==> src/rtl/cnt_mon_pkg.sv <==
// Shared constants and helpers for the monitored activity counter.
package cnt_mon_pkg;

  // All-ones of width w (w <= 64), callers cast down to their own width.
  function automatic logic [63:0] sat_max(input int w);
    if (w >= 64) return '1;
    return (64'd1 << w) - 64'd1;
  endfunction

  // Terminal value: all-ones counting up, zero counting down.
  function automatic logic [63:0] term(input logic up, input int width);
    return up ? sat_max(width) : 64'd0;
  endfunction

endpackage

==> src/rtl/cnt_mon_core.sv <==
// Up/down counter with clear > load > enable priority, wrap or saturate at the terminal value, registered tc.
// ovr replaces the computed next value; the shadow copy uses it for resync and fault injection.
module cnt_core
  import cnt_mon_pkg::*;
#(
  parameter int WIDTH = 28,
  parameter int WRAP  = 1
) (
  input  logic             clk,
  input  logic             nreset,
  input  logic             en,
  input  logic             up,
  input  logic             clr,
  input  logic             load,
  input  logic [WIDTH-1:0] load_val,
  input  logic             ovr,
  input  logic [WIDTH-1:0] ovr_val,
  output logic [WIDTH-1:0] nxt,
  output logic [WIDTH-1:0] cnt,
  output logic             tc
);
  localparam bit WRAP_EN = (WRAP != 0);

  logic [WIDTH-1:0] t;
  logic [WIDTH-1:0] stepped;
  logic             at_t;
  logic             adv;
  logic             tc_ev;

  assign t       = WIDTH'(term(up, WIDTH));
  assign at_t    = (cnt == t);
  assign stepped = up ? cnt + WIDTH'(1) : cnt - WIDTH'(1);
  assign adv     = en && !clr && !load;
  // Wrapping counters pulse on leaving T; saturating ones pulse on arriving at T.
  assign tc_ev   = adv && (WRAP_EN ? at_t : (!at_t && (stepped == t)));

  always_comb begin
    nxt = cnt;
    if (clr)                            nxt = '0;
    else if (load)                      nxt = load_val;
    else if (adv && (WRAP_EN || !at_t)) nxt = stepped;
  end

  always_ff @(posedge clk or negedge nreset) begin
    if (!nreset) begin
      cnt <= '0;
      tc  <= 1'b0;
    end else begin
      cnt <= ovr ? ovr_val : nxt;
      tc  <= tc_ev;
    end
  end
endmodule

==> src/rtl/cnt_mon.sv <==
// Activity counter with a duplicated shadow copy; divergence is flagged, counted and resynchronised.
module cnt_mon
  import cnt_mon_pkg::*;
#(
  parameter int WIDTH = 28,
  parameter int OUT_W = 4,
  parameter int ERR_W = 8,
  parameter int WRAP  = 1
) (
  input  logic             clk,
  input  logic             nreset,
  input  logic             en,
  input  logic             up,
  input  logic             clr,
  input  logic             load,
  input  logic [WIDTH-1:0] load_val,
  input  logic             inj,
  input  logic             err_clr,
  output logic [OUT_W-1:0] cntout,
  output logic [WIDTH-1:0] cnt_full,
  output logic             tc,
  output logic             mismatch,
  output logic [ERR_W-1:0] err_cnt
);
  localparam logic [ERR_W-1:0] ERR_SAT = ERR_W'(sat_max(ERR_W));

  logic [WIDTH-1:0] a, b, nxt_a, nxt_b, b_ovr_val;
  logic             detect, b_ovr, mm_pend;
  logic             unused_tc_b;

  assign detect    = (a != b);
  assign b_ovr     = detect || inj;
  // Resync takes precedence, so an injection landing on a resync cycle is dropped.
  assign b_ovr_val = detect ? nxt_a : (nxt_b ^ WIDTH'(1));

  cnt_core #(.WIDTH(WIDTH), .WRAP(WRAP)) u_a (
    .clk(clk), .nreset(nreset), .en(en), .up(up), .clr(clr), .load(load),
    .load_val(load_val), .ovr(1'b0), .ovr_val(nxt_a), .nxt(nxt_a), .cnt(a), .tc(tc)
  );

  cnt_core #(.WIDTH(WIDTH), .WRAP(WRAP)) u_b (
    .clk(clk), .nreset(nreset), .en(en), .up(up), .clr(clr), .load(load),
    .load_val(load_val), .ovr(b_ovr), .ovr_val(b_ovr_val), .nxt(nxt_b), .cnt(b),
    .tc(unused_tc_b)
  );

  assign cnt_full = a;
  assign cntout   = a[WIDTH-1 -: OUT_W];

  // A detection coinciding with err_clr still counts, but the flag is only raised a cycle later.
  always_ff @(posedge clk or negedge nreset) begin
    if (!nreset) begin
      mismatch <= 1'b0;
      err_cnt  <= '0;
      mm_pend  <= 1'b0;
    end else begin
      mm_pend <= detect && err_clr;
      if (err_clr)                  mismatch <= 1'b0;
      else if (detect || mm_pend)   mismatch <= 1'b1;
      if (err_clr)                  err_cnt  <= detect ? ERR_W'(1) : '0;
      else if (detect && (err_cnt != ERR_SAT)) err_cnt <= err_cnt + ERR_W'(1);
    end
  end
endmodule

==> config.mk <==
export PLATFORM = sky130hd
export DESIGN_NAME = cnt_mon
export DESIGN_NICKNAME = d
export VERILOG_FILES = /design/src/rtl/cnt_mon_pkg.sv /design/src/rtl/cnt_mon_core.sv /design/src/rtl/cnt_mon.sv
export SDC_FILE = /design/constraint.sdc
export NUM_CORES = 1
export LEC_CHECK = 0
export CELL_PAD_IN_SITES_DETAIL_PLACEMENT = 1
export CELL_PAD_IN_SITES_GLOBAL_PLACEMENT = 2
export CORE_AREA = 3 3 145 147
export DETAILED_ROUTE_END_ITERATION = 16
export DIE_AREA = 0 0 148 150
export PLACE_DENSITY = 0.76
export SYNTH_ARGS = -nofsm -noshare
export SYNTH_HDL_FRONTEND = slang
export SYNTH_SLANG_ARGS = --single-unit
==> constraint.sdc <==
create_clock -name clk -period 3.5 [get_ports clk]
set_input_delay 0.7 -clock clk [delete_from_list [all_inputs] [get_ports clk]]
set_output_delay 0.7 -clock clk [all_outputs]
set_load 0.05 [all_outputs]
Word-level counts from Yosys, hierarchy flattened
Index checks and enable logic that the tools add are counted.
{ "totals": {"regBits": 67, "n_memories": 0, "rom_bits": 0, "inputBits": 36, "latchBits": 0, "ram_bits": 0, "out_inout_bits": 42, "elab_cells": 42} }
{ "classes": {"shifts": 0, "div_mod_pow": 0, "n_addsub": 5, "reduce_logical": 11, "n_mul": 0, "order_cmp": 0, "eq_ne": 3, "n_bitwise": 1, "n_mux": 16} }
{ "ops": {"columns": ["operator", "count"], "rows": [
  ["$mux W28", 11],
  ["$add A28 B1 Y28 const B", 2],
  ["$sub A28 B1 Y28 const B", 2],
  ["$eq A28 B28 Y1", 1],
  ["$ne A28 B28 Y1", 1],
  ["$mux W8", 2],
  ["$add A8 B1 Y8 const B", 1],
  ["$ne A8 B8 Y1 const B", 1],
  ["$logic_and A1 B1 Y1", 5],
  ["$reduce_bool A2 Y1", 2],
  ["$mux W1", 3],
  ["$logic_not A1 Y1", 2],
  ["$logic_or A1 B1 Y1", 2],
  ["$not A1 Y1", 1]
]} }

Depth between registers and ports, before layout
{ "logic_depth": {"depth_word": 9, "depth_mapped": 12, "depth_no_buf": 11} }

Cells and area by module
Synthesis repeated with hierarchy kept, for this count alone.
{ "unflattened": {"hier_cells": 960, "hier_area_um2": 7832.5} }
{ "modules_own_cells": {"columns": ["module", "n_inst", "cells_per_inst", "area_each_um2"], "rows": [
  ["cnt_core (u_a)", 1, 424, 3377.0],
  ["cnt_core (u_b)", 1, 407, 3246.9],
  ["cnt_mon", 1, 129, 1208.7]
]} }

Worst setup path before layout
Ideal clock, no wire load.
{ "synth_timing": {"path_kind": "input to register", "from": "in up", "to": "reg u_a.cnt[24]", "setup_slack_ps": -596, "n_path_buf": 1, "path_stages": 12, "t_arrival_ps": 3997, "setup_time_ps": 99, "path_cell_list": "inv_1 ha_1 clkbuf_1 nand4_1 and3_1 o21ai_1 a221o_1 a221o_1 a31o_2 xor2_1 nand2_1 a311oi_1"} }
{ "synth_between": {"elab_chain_len": 4} }
{ "synth_lines": {"columns": ["item", "line_no", "text"], "rows": [
  ["from (decl)", "cnt_mon.sv:13", "input logic up,"],
  ["$mux W28", "cnt_mon_core.sv:32", "assign stepped = up ? cnt + WIDTH'(1) : cnt - WIDTH'(1);"],
  ["$mux W28", "cnt_mon_core.sv:41", "else if (adv && (WRAP_EN || !at_t)) nxt = stepped;"],
  ["$mux W28", "cnt_mon_core.sv:40", "else if (load) nxt = load_val;"],
  ["$mux W28", "cnt_mon_core.sv:39", "if (clr) nxt = '0;"],
  ["net nxt_a[24]", "cnt_mon.sv:27", "logic [WIDTH-1:0] a, b, nxt_a, nxt_b, b_ovr_val;"],
  ["to (signal assigned)", "cnt_mon_core.sv:49", "cnt <= ovr ? ovr_val : nxt;"],
  ["to (decl)", "cnt_mon_core.sv:19", "output logic [WIDTH-1:0] cnt,"]
]} }
The timed path passes the listed nets, and every way through them passes these cells.
A chain may end at the register's enable or synchronous reset.

Final worst setup path
Ends and elaborated chain as after synthesis.

==> metrics <==
period utilization=~93%; worst min path class=primary input to asynchronous set/reset pin; Pwr Total=roughly 3.4 mW; final worst path period need=3.25 ns; DR pass1 iterations=4; hold buffer count at cts=0; Least-Margin Pin Slew=around 0.97 ns; # clock sinks=67; P_leak=4.18 nW; fill count=approximately 2500; placed cell area=8850 um^2; root buffer cell=clkbuf_16; initial antenna violation count=0; Initial Util=around a third; CP Data Required Time=roughly 3.8 ns; largest net degree at the start of global routing=68; post-synthesis average cell area=7.94 um^2; Seq pwr share=about 27%; Worst R2R Start=u_b.cnt[0]; share of the synthesized area in the top cell type=about a quarter; CP arrival=3.50 ns; Worst VDD drop=between 0.2 and 0.25 mV; layout cells sized above 1=about a fifth; routed wire length=27800 um; Int Power=2.09 mW; Initial DRC Count=321; Sw Share=38.9%; Netlist Area Pre-Place=between 6000 and 7000 um^2; top_reg_cell synth=dfrtp_1; fin util=between 40% and 50%; Rows=between 50 and 60; Port Buffers=77; final count of hold timing violations=0; die span in x=about 150 um; Avg Vias per Cell=roughly 5.6; wire length per cell=roughly 21 um; Fin Clk Skew=between 0.007 and 0.008 ns; ant diodes=0; Worst slew margin=35.1%; number of synthesized flops with an enable pin=0; status=finished, final reports clean; syn nets=~930; Vias=between 7000 and 8000; most used cell along the critical path=a221o_1; Distinct cells, synth=73; HPWL after DPL=21500 um; footprint of the multi-input gates=approximately 4900 um^2; Fmax=308 MHz; sequential fraction of the synthesis area=25.1%; core footprint=around 20000 um^2; # setup viols final=0; Startpoint Class=primary input; I/O pin count=78; Area growth, synth to finish=38.2%; total track usage=between 20% and 30%; total grt overflow=0; Critical Path End Type=flop; hold slack=0.453 ns; register cell area after layout=~1700 um^2; slowest CP cell=a221o_1; H-tree depth=3; final instance area=~9200 um^2; die area=roughly 22000 um^2; fraction of registers with async set/reset=100%; CP Launch Point=up; CP top delay family=compound AO/OA/AOI/OAI gates; MaxCap Viol Count=0; nets=between 1000 and 1500; CP max stage delay=0.37 ns; crit path max fanout=21; Reg2Reg Setup Slack=approximately 0.44 ns; yosys warns=0; WP buf/inv=4; crit path cell chain=clkbuf_2 > clkinvlp_4 > buf_12 > buf_4 > ha_1 > a21oi_1 > o21ai_1 > a221o_1 > a221o_1 > a31o_2 > xor2_2 > nand2_1 > a311oi_2; setup TNS=0 ns; total CTS buffers=9; Routed Antenna Nets=0; Clk Latency, worst-skew pair=0.35 ns; P_sw=about 1.3 mW; die height=about 150 um; largest area contributor in the netlist=dfrtp_1; drt drc=0; kind of critical path=primary input to flop; number of global-route vias before repair=7891; Clock Tree Buf Depth=2; postcts setup bufs=0; Final Max Tran Viols=0; Yosys reg bits=67; first-pass GRT wire length=about 44000 um; Gate Count Post-Synth=842; Clk pwr share=around 28%; top area cells in the synthesized netlist=dfrtp_1 25%, ha_1 9.9%, a21oi_1 6.4%; CTS tree=yes; RePlAce Congestion=between 0.8 and 0.9; Reg clk slew, reported paths=~0.060 ns; Power Density=370 nW/um^2; RSZ-0062 raised after global routing=no; Comb power frac=between 40% and 50%
==> path summary, 6_finish.rpt <==
path,endpoint,cells after the start
hold reg to reg,mismatch,2
max in group asynchronous,err_cnt[5],1
setup / recovery,u_a.cnt[24],13
min in group clk,mismatch,2
setup reg to reg,u_b.cnt[24],11
hold / removal,u_b.cnt[7],1
==> metrics by stage <==
stage,setup slack (ns),instances
floorplan,-0.359,842
global placement,-0.508,1293
detailed placement,-0.675,1293
CTS,0.0954,1309
global route,0.127,1309
finish,0.254,1309
==> worst reg2reg max path: stages (launching register included) <==
cell and delay, ns:
dfrtp_1 0.45, inv_1 0.10, fa_1 0.47, nor2b_1 0.21, o31a_1 0.21, o311a_4 0.22
a21oi_4 0.08, nor4_4 0.35, o31ai_4 0.10, nor3b_1 0.15, o311a_1 0.35, o32ai_1 0.28
==> cell usage after synthesis, drive strengths merged (13+ instances only) <==
master	number
nand3	20
nor3	19
nand4	17
a21oi	89
nor2	88
dfrtp	67
o21ai	51
xor2	40
buf	13
nand2	58
xnor2	37
inv	26
a21o	23
ha	53
clkbuf	39
a211oi	27
==> timing repair <==
action	CTS	global route
setup endpoints to repair	28	17
resized for setup	16	13
endpoints found under the hold margin	0	0
pin swaps	4	6
==> layout make-up <==
cell class / count / area share [%]
multi-input combinational: 697 / 52.6
clock buffer: 12 / 2.67
tap: 270 / 3.65
timing repair buffer: 233 / 21.4
clock inverter: 4 / 0.541
inverter: 26 / 1.10
sequential: 67 / 18.1
==> layout by cell type (no fill, tap or decap), drive strengths merged, types with 19 or more instances in the layout <==
cell | synthesis | routed
a211oi | 27 | 27
ha | 53 | 53
xor2 | 40 | 40
nand3 | 20 | 20
o21ai | 51 | 51
clkdlybuf4s50 | 0 | 73
dfrtp | 67 | 67
inv | 26 | 25
a21o | 23 | 23
nor3 | 19 | 19
xnor2 | 37 | 37
nand2 | 58 | 58
nor2 | 88 | 88
buf | 13 | 159
a21oi | 89 | 89
==> state kept, by name, summed over array words and instances, names as in the netlist <==
name and cells:
u_a.cnt 28, mm_pend 1, u_a.tc 1, u_b.cnt 28, mismatch 1, err_cnt 8
==> cell families (layout without fill, tap and decap cells) <==
| kind of cell | after synthesis | in the layout | synth area share, % |
|---|---|---|---|
| AO/OA/AOI/OAI | 282 | 282 | 27.9 |
| multiplexers | 11 | 11 | 1.68 |
| adder cells (fa/ha/maj) | 55 | 55 | 10.5 |
| buffers and inverters | 78 | 275 | 4.71 |
| flip-flops | 67 | 67 | 25.1 |
| AND/OR/NAND/NOR | 272 | 272 | 20.1 |
| XOR/XNOR | 77 | 77 | 10.1 |
==> power by group through the flow <==
stage | clock network (mW) | registers (mW) | logic (mW)
6_report | 0.946 | 0.934 | 1.54
5_1_grt | 0.998 | 0.941 | 1.67
2_1_floorplan | 0 | 1.01 | 0.781
4_1_cts | 0.966 | 0.935 | 1.53
3_3_place_gp | 0 | 0.946 | 1.45
3_5_place_dp | 0 | 0.948 | 1.50
==> metal layers <==
metal	up-vias	GRT usage [%]	share of wire (%)
met5	-	0	0
met4	0	7.25	2.8
met3	50	4.06	3.5
met2	148	46.9	52
met1	3621	29.8	42
li1	3466	-	-
Power figures use the tool's default switching activity.
